===== src/rtl/transactor_slave.sv =====
// Completer for the sel/en transactor bus: word-addressed 32-bit register bank with
// programmable wait states. Define TRANSACTOR_SLAVE_SLVERR_EN to report misses on slverr.
module transactor_slave #(
   parameter int unsigned DEPTH       = 64,
   parameter int unsigned WAIT_CYCLES = 0,
   parameter logic [16:0] BASE_ADDR   = 17'h00000
) (
   input  logic        sys_clk,
   input  logic        rst,
   input  logic        sel,
   input  logic        en,
   input  logic [16:0] addr,
   input  logic        wr_en,
   input  logic [31:0] wr_data,
   output logic [31:0] rd_data,
   output logic        ready,
   output logic        slverr
);

   localparam int unsigned IDX_W   = $clog2(DEPTH);
   localparam logic [3:0]  WAIT_LD = 4'(WAIT_CYCLES);

`ifdef TRANSACTOR_SLAVE_SLVERR_EN
   localparam logic SLVERR_EN = 1'b1;
`else
   localparam logic SLVERR_EN = 1'b0;
`endif

   typedef enum logic [1:0] {
      ST_IDLE   = 2'b00,
      ST_SETUP  = 2'b01,
      ST_ACCESS = 2'b10
   } state_t;

   state_t           state_q, state_d;
   logic [3:0]       cnt_q, cnt_d;
   logic             ready_q, ready_d;
   logic             slverr_q, slverr_d;
   logic [31:0]      rd_data_q, rd_data_d;
   logic [IDX_W-1:0] idx_q, idx_d;
   logic             hit_q, hit_d;
   logic             wr_q, wr_d;
   logic [31:0]      wdata_q, wdata_d;
   logic             mem_we_s;
   logic [31:0]      mem_q [DEPTH];

   // Borrow bit of the 18-bit difference flags addresses below the window.
   function automatic logic addr_hit(input logic [16:0] a);
      logic [17:0] diff;
      diff = {1'b0, a} - {1'b0, BASE_ADDR};
      return !diff[17] && (diff[16:2] < 15'(DEPTH)) && (a[1:0] == 2'b00);
   endfunction

   function automatic logic [IDX_W-1:0] addr_idx(input logic [16:0] a);
      logic [16:0] diff;
      diff = a - BASE_ADDR;
      return diff[IDX_W+1:2];
   endfunction

   function automatic logic [31:0] read_word(input logic hit, input logic [IDX_W-1:0] idx);
      return hit ? mem_q[idx] : 32'h0000_0000;
   endfunction

   always_comb begin
      state_d   = state_q;
      cnt_d     = cnt_q;
      ready_d   = 1'b0;
      slverr_d  = 1'b0;
      rd_data_d = rd_data_q;
      idx_d     = idx_q;
      hit_d     = hit_q;
      wr_d      = wr_q;
      wdata_d   = wdata_q;
      mem_we_s  = 1'b0;
      if (sel && !en) begin
         // Latch the request; with no wait states the response is due in the next cycle.
         state_d = ST_SETUP;
         idx_d   = addr_idx(addr);
         hit_d   = addr_hit(addr);
         wr_d    = wr_en;
         wdata_d = wr_data;
         cnt_d   = WAIT_LD;
         if (WAIT_LD == 4'd0) begin
            ready_d  = 1'b1;
            slverr_d = SLVERR_EN && !hit_d;
            if (!wr_en) begin
               rd_data_d = read_word(hit_d, idx_d);
            end else begin
               rd_data_d = rd_data_q;
            end
         end else begin
            ready_d = 1'b0;
         end
      end else if (sel && en && (state_q != ST_IDLE)) begin
         if (ready_q) begin
            mem_we_s = wr_q && hit_q;
            state_d  = ST_IDLE;
            cnt_d    = 4'd0;
         end else begin
            state_d = ST_ACCESS;
            cnt_d   = cnt_q - 4'd1;
            if (cnt_q == 4'd1) begin
               ready_d  = 1'b1;
               slverr_d = SLVERR_EN && !hit_q;
               if (!wr_q) begin
                  rd_data_d = read_word(hit_q, idx_q);
               end else begin
                  rd_data_d = rd_data_q;
               end
            end else begin
               ready_d = 1'b0;
            end
         end
      end else begin
         // Idle, abort (sel dropped) or an ignored sel&en without a preceding SETUP.
         state_d = ST_IDLE;
         cnt_d   = 4'd0;
      end
   end

   // Control, request and output registers.
   always_ff @(posedge sys_clk) begin
      if (rst) begin
         state_q   <= ST_IDLE;
         cnt_q     <= 4'd0;
         ready_q   <= 1'b0;
         slverr_q  <= 1'b0;
         rd_data_q <= 32'h0000_0000;
         idx_q     <= '0;
         hit_q     <= 1'b0;
         wr_q      <= 1'b0;
         wdata_q   <= 32'h0000_0000;
      end else begin
         state_q   <= state_d;
         cnt_q     <= cnt_d;
         ready_q   <= ready_d;
         slverr_q  <= slverr_d;
         rd_data_q <= rd_data_d;
         idx_q     <= idx_d;
         hit_q     <= hit_d;
         wr_q      <= wr_d;
         wdata_q   <= wdata_d;
      end
   end

   // Register bank; a write lands on the edge closing its completing cycle.
   always_ff @(posedge sys_clk) begin
      if (rst) begin
         for (int i = 0; i < int'(DEPTH); i++) begin
            mem_q[i] <= 32'h0000_0000;
         end
      end else if (mem_we_s) begin
         mem_q[idx_q] <= wdata_q;
      end
   end

   assign rd_data = rd_data_q;
   assign ready   = ready_q;
   assign slverr  = slverr_q;

endmodule


===== config.mk =====
export PLATFORM = sky130hd
export DESIGN_NAME = transactor_slave
export DESIGN_NICKNAME = d
export VERILOG_FILES = /design/src/rtl/transactor_slave.sv
export SDC_FILE = /design/constraint.sdc
export NUM_CORES = 2
export LEC_CHECK = 0
export ABC_AREA = 1
export BUFFER_PORTS_ARGS = -buffer_cell sky130_fd_sc_hd__buf_2
export CORE_ASPECT_RATIO = 1.25
export CORE_MARGIN = 10
export CORE_UTILIZATION = 40
export DETAILED_ROUTE_END_ITERATION = 10
export HOLD_SLACK_MARGIN = 0.03
export PLACE_DENSITY_LB_ADDON = 0.08
export SYNTH_ARGS = -nofsm -noshare
export SYNTH_HDL_FRONTEND = slang
export SYNTH_SLANG_ARGS = --single-unit

===== constraint.sdc =====
create_clock -name sys_clk -period 2.8 [get_ports sys_clk]
set_clock_uncertainty 0.15 [all_clocks]
set_input_delay 0.14 -clock sys_clk [delete_from_list [all_inputs] [get_ports sys_clk]]
set_output_delay 0.14 -clock sys_clk [all_outputs]
set_load 0.05 [all_outputs]

After elaboration in Yosys (flattened, before gate mapping)
Memory sizes are Yosys's and may differ from the RTL's. A register that Yosys moved wholly into a read port is not among the register bits. Index checks and enable logic that the tools add are counted.

Logic and storage cells: 59. Bits in writable memories: 2048. Register bits: 79. Output and inout bits: 34. Memories: 1. Input port bits: 54.

Muxes and demuxes: 28. Reduce and logical (&&, ||, !) cells: 14. Bitwise logic cells: 1. $add $sub $neg: 1. Eq/ne operators: 4. Magnitude comparators: 1.

Memories: mem_q (words 64, width 32, read ports 2, clocked after memory_dff 1, write ports 64, line 45) `logic [31:0] mem_q [DEPTH];`.

Operator list (number): 32-bit two-way mux (9); 32-bit OR reduction (1); 6-bit two-way mux (3); 15-bit by 7-bit less-than comparator with 1-bit output (second input constant) (1); 1-bit two-way mux (15); 2-bit nonzero test (3); 1-bit logical AND (5); 5-bit AND reduction (1); 4-bit by 1-bit == test with 1-bit output (second input constant) (1); 2-bit by 1-bit inequality test with 1-bit output (second input constant) (2); 4-bit OR reduction (1); 4-bit by 1-bit subtractor with 4-bit output (second input constant) (1); 3-bit OR reduction (1); 2-bit zero test (1); 2-bit two-way mux (1); 2-bit inequality test (second input constant) (1); 1-bit zero test (1); 1-bit NOT (1).

Longest topological paths before layout
Depth in word-level cells: 9. Gate-level depth with buffers: 16. Mapped depth without buffers: 13.

Worst setup path after synthesis
Ideal clock, no wire load.

Path kind: reg2reg. From: reg ready_q (netlist: ready). To: mem mem_q[5][0] (enable). Required time: 2.261 ns. Data arrival time: 2.426 ns. Buffers on the path: 1. Setup time: 0.389 ns. Period minus slack after synthesis: 2.965 ns. Stages on the path, launching flop included: 8. Setup slack: -0.165 ns. Path through: dfxtp_1 nand4_1 inv_1 nand2_1 nor3_2 nand2_1 clkbuf_1 nand2_1.

RTL lines: start, declared (line 37) `logic ready_q, ready_d;`; start signal, assigned (line 136) `ready_q <= ready_d;`; end, declared (line 45).

Worst setup path in the final report
From: in sel. To: reg wdata_q[7].

Word-level cells in the longest chain between the ends: 1.

RTL lines: start, declared (line 10) `input logic sel,`; 1-bit logical AND (line 75) `if (sel && !en) begin`; end signal, assigned (line 142) `wdata_q <= wdata_d;`; end, declared (line 43) `logic [31:0] wdata_q, wdata_d;`.

Every way passes these cells. A chain may end at the register's enable or synchronous reset.

==> flow_summary_export.csv <==
group,metric,value,unit
final_layout,finalNonFillerCells,18200,
worst_setup_path,worstPathRequired,3.51,ns
synthesis,netlist_instances,14200,
final_layout,fin_util,47.4,%
sta,worst_pin_slew,0.924,ns
synthesis,synth_enable_flop_cells,2048,
placed_design,dp_hpwl,348000,um
drt,dr_total_vias,110000,
synthesis,async_flop_share,0,%
placed_design,dpl.cell_count,17700,
sta,period_minus_slack,2.81,ns
floorplanning,pin_count,88,
clock_tree,cts.clk_slew.worst_paths,0.06,ns
clock_tree,root_buffer,"clkbuf_16",
synthesis,ys_seq_area_share,55.5,%
global_route,track_usage,33.7,%
floorplanning,start_util,40.1,%
clock_tree,post_cts_buffers,0,
clock_tree,cts_buffers,238,
outcome,status,"finished with violations",
flow_run,cap_viol_max_count,0,
synthesis,syn_nets,14300,
drt,wirelength,542000,um
floorplanning,die_area,0.307,sq mm
worst_setup_path,criticalPathCategory,"in -> reg",
final_layout,layout_common_cells,"4,355 x nand2_1, 3,964 x nand3_1, 2,127 x nor2_1",
final_layout,fin_nets,14300,
drt,drtIter0Drc,15900,
drt,wl_met1,199000,um
floorplanning,die_y,617,um
hold_path,hp-class,"reg -> reg",
clock_tree,clkSinkCount,2133,
synthesis,syn_avg_cell_area,8.01,sq um
drt,firstDrtPassIters,8,
sta,relSlewSlack,38.3,%
sta,post-route-period-util,100,%
synthesis,synth-seq-cells,2133,
worst_setup_path,slowest_delay,0.94,ns
clock_tree,cts_buffer_depth,4,
placed_design,gp_congestion,0.974,
synthesis,yosysUniqueCellTypes,24,
power_and_ir_drop,power.density,603,mW/mm^2
floorplanning,rows,219,
final_layout,drive_gt1_share,10.8,%
sta,fmax,356,MHz
worst_setup_path,crit_slowest_cell,"dlygate4sd3_1",
synthesis,synthesis.area,0.114,sq mm
global_route,grt-ovfl-total,0,
worst_setup_path,cp_max_fo,30,
drt,top_layer,"met5",
clock_tree,htreeDepth,4,
sta,hold_viol_final,0,
clock_tree,clk_latency,0.93,ns
worst_setup_path,critPathCaptureType,"flip-flop",
final_layout,final_common_cell,"nand2_1",
worst_setup_path,cp-start-kind,"input port",
power_and_ir_drop,leakage,51.1,nW
floorplanning,core_area,0.284,sq mm
floorplanning,die_w,497,um
global_route,grt_pass1_vias,105000,
clock_tree,cts_tree,"done",
drt,vias_per_cell,6.03,
drt,drtAntennaViolNets,0,
sta,slew_viol_final,0,
sta,setup_viol,2,
worst_setup_path,path_cells,"dlygate4sd3_1 -> buf_2 -> buf_4 -> nand2_4 -> dlygate4sd3_1 -> buf_4 -> o21ai_0 -> dlygate4sd3_1 -> a21oi_1",
synthesis,synth-main-ff-cell,"edfxtp_1",
power_and_ir_drop,ir_worst_vdd,0.506,mV
placed_design,io_buffers,86,
sta,rsz0062_at_grt,"false",
worst_setup_path,crit_top_cell,"dlygate4sd3_1",
outcome,violations,"negative setup slack",
global_route,grt_max_degree,103,
drt,routedWlPerCell,29.7,um
synthesis,yosys_warnings,0,
final_layout,area_growth,18.1,%
drt,wl_met2,239000,um
placed_design,dp_slack,-0.0381,ns
worst_setup_path,worstPathArrival,3.52,ns
sta,final.setup.worst_slack,-0.00608,ns
global_route,antenna_found_initial,22,
global_route,grt_pass1_wl,760000,um
sta,setup_tns,-0.00745,ns
drt,route.detailed.drc,0,
drt,wl_met3,55700,um
## Yosys cell counts, types with 2 or more instances
| library cell | number | share of area [%] |
|---|---|---|
| nor3_2 | 4 | 0.035 |
| inv_2 | 7 | 0.023 |
| nor2_2 | 4 | 0.022 |
| nand3_1 | 3973 | 17 |
| buf_1 | 161 | 0.53 |
| a21oi_1 | 39 | 0.17 |
| buf_4 | 2 | 0.013 |
| xnor2_1 | 2 | 0.015 |
| nand2_1 | 4449 | 15 |
| ha_1 | 2 | 0.022 |
| nor2_1 | 2128 | 7.0 |
| buf_2 | 185 | 0.81 |
| inv_1 | 86 | 0.28 |
| nor3_1 | 9 | 0.040 |
| o21ai_0 | 38 | 0.17 |
| nor4_1 | 2 | 0.011 |
| edfxtp_1 | 2048 | 54 |
| clkbuf_1 | 994 | 3.3 |
| dfxtp_1 | 85 | 1.5 |
## flip-flops by register name (all words and copies together) (netlist names), named ones only
| name | flops |
|---|---|
| cnt_q | 4 |
| hit_q | 1 |
| idx_q | 6 |
| mem_q | 2048 |
| rd_data | 32 |
| ready | 1 |
| state_q | 2 |
| wdata_q | 32 |
| wr_q | 1 |
## through the flow
stage	cell area, sq um	power (mW)	hold WS, ns
final	135000	81.1	0.321
after global routing	135000	83.1	0.338
after CTS	134000	80.9	0.325
after detailed placement	126000	49.7	0.286
after global placement	126000	49.6	0.278
after floorplan	114000	43.0	0.184
## repair_timing
item,4_1_cts,5_1_grt
endpoints found under the setup margin,1,31
hold buffers,101,0
endpoints found under the hold margin,85,0
cloned,0,2
resized for setup,1,17
## layer usage
| layer | vias up | track usage (%) |
|---|---|---|
| met2 | 7086 | 52.1 |
| met3 | 1578 | 6.85 |
| met1 | 53400 | 42.1 |
| li1 | 47900 | - |
| met4 | 10 | 24.4 |
| met5 | - | 0 |
## final timing paths
| path | slack [ns] | to | from | depth (start not counted) |
|---|---|---|---|---|
| min | 0.32 | cnt_q[0]$_SDFF_PP0_ | cnt_q[0]$_SDFF_PP0_ | 1 |
| max reg2reg | 0.05 | mem_q[25][11]$_SDFFCE_PN0P_ | state_q[1]$_SDFF_PP0_ | 13 |
| max | -0.006 | wdata_q[7]$_SDFFE_PP0P_ | sel | 9 |
| min reg2reg | 0.32 | cnt_q[0]$_SDFF_PP0_ | cnt_q[0]$_SDFF_PP0_ | 1 |
## kinds of logic after synthesis
| family | count (synthesis) | synth area share (%) |
|---|---|---|
| xor+xnor | 2 | 0.0154 |
| compound gates | 79 | 0.349 |
| fa+ha+maj | 2 | 0.0220 |
| simple gates | 10600 | 39.2 |
| buf+inv | 1435 | 4.94 |
| flops | 2133 | 55.5 |
| other cells | 1 | 0.00329 |
## final cells by class
cell class	count	area [sq um]
Fill cell	26600	150000
Sequential cell	2133	63200
Multi-Input combinational cell	10700	45500
Timing Repair Buffer	1161	13200
Clock buffer	295	6390
Tap cell	3757	4700
Clock inverter	132	1090
Inverter	93	427
Antenna cell	13	32.5
## where the power goes
| group | switching [mW] | internal, mW |
|---|---|---|
| Combinational | 9.33 | 3.75 |
| Sequential | 0.643 | 35.9 |
| Clock | 13.8 | 17.7 |
## worst max-delay path, delay by kind of cell
kind                   cells  cell delay [ns]
AO/OA/AOI/OAI              2             0.26
AND/OR/NAND/NOR            1             0.20
buffers and inverters      6             2.87
No activity file was read; power rests on OpenSTA's default activity.
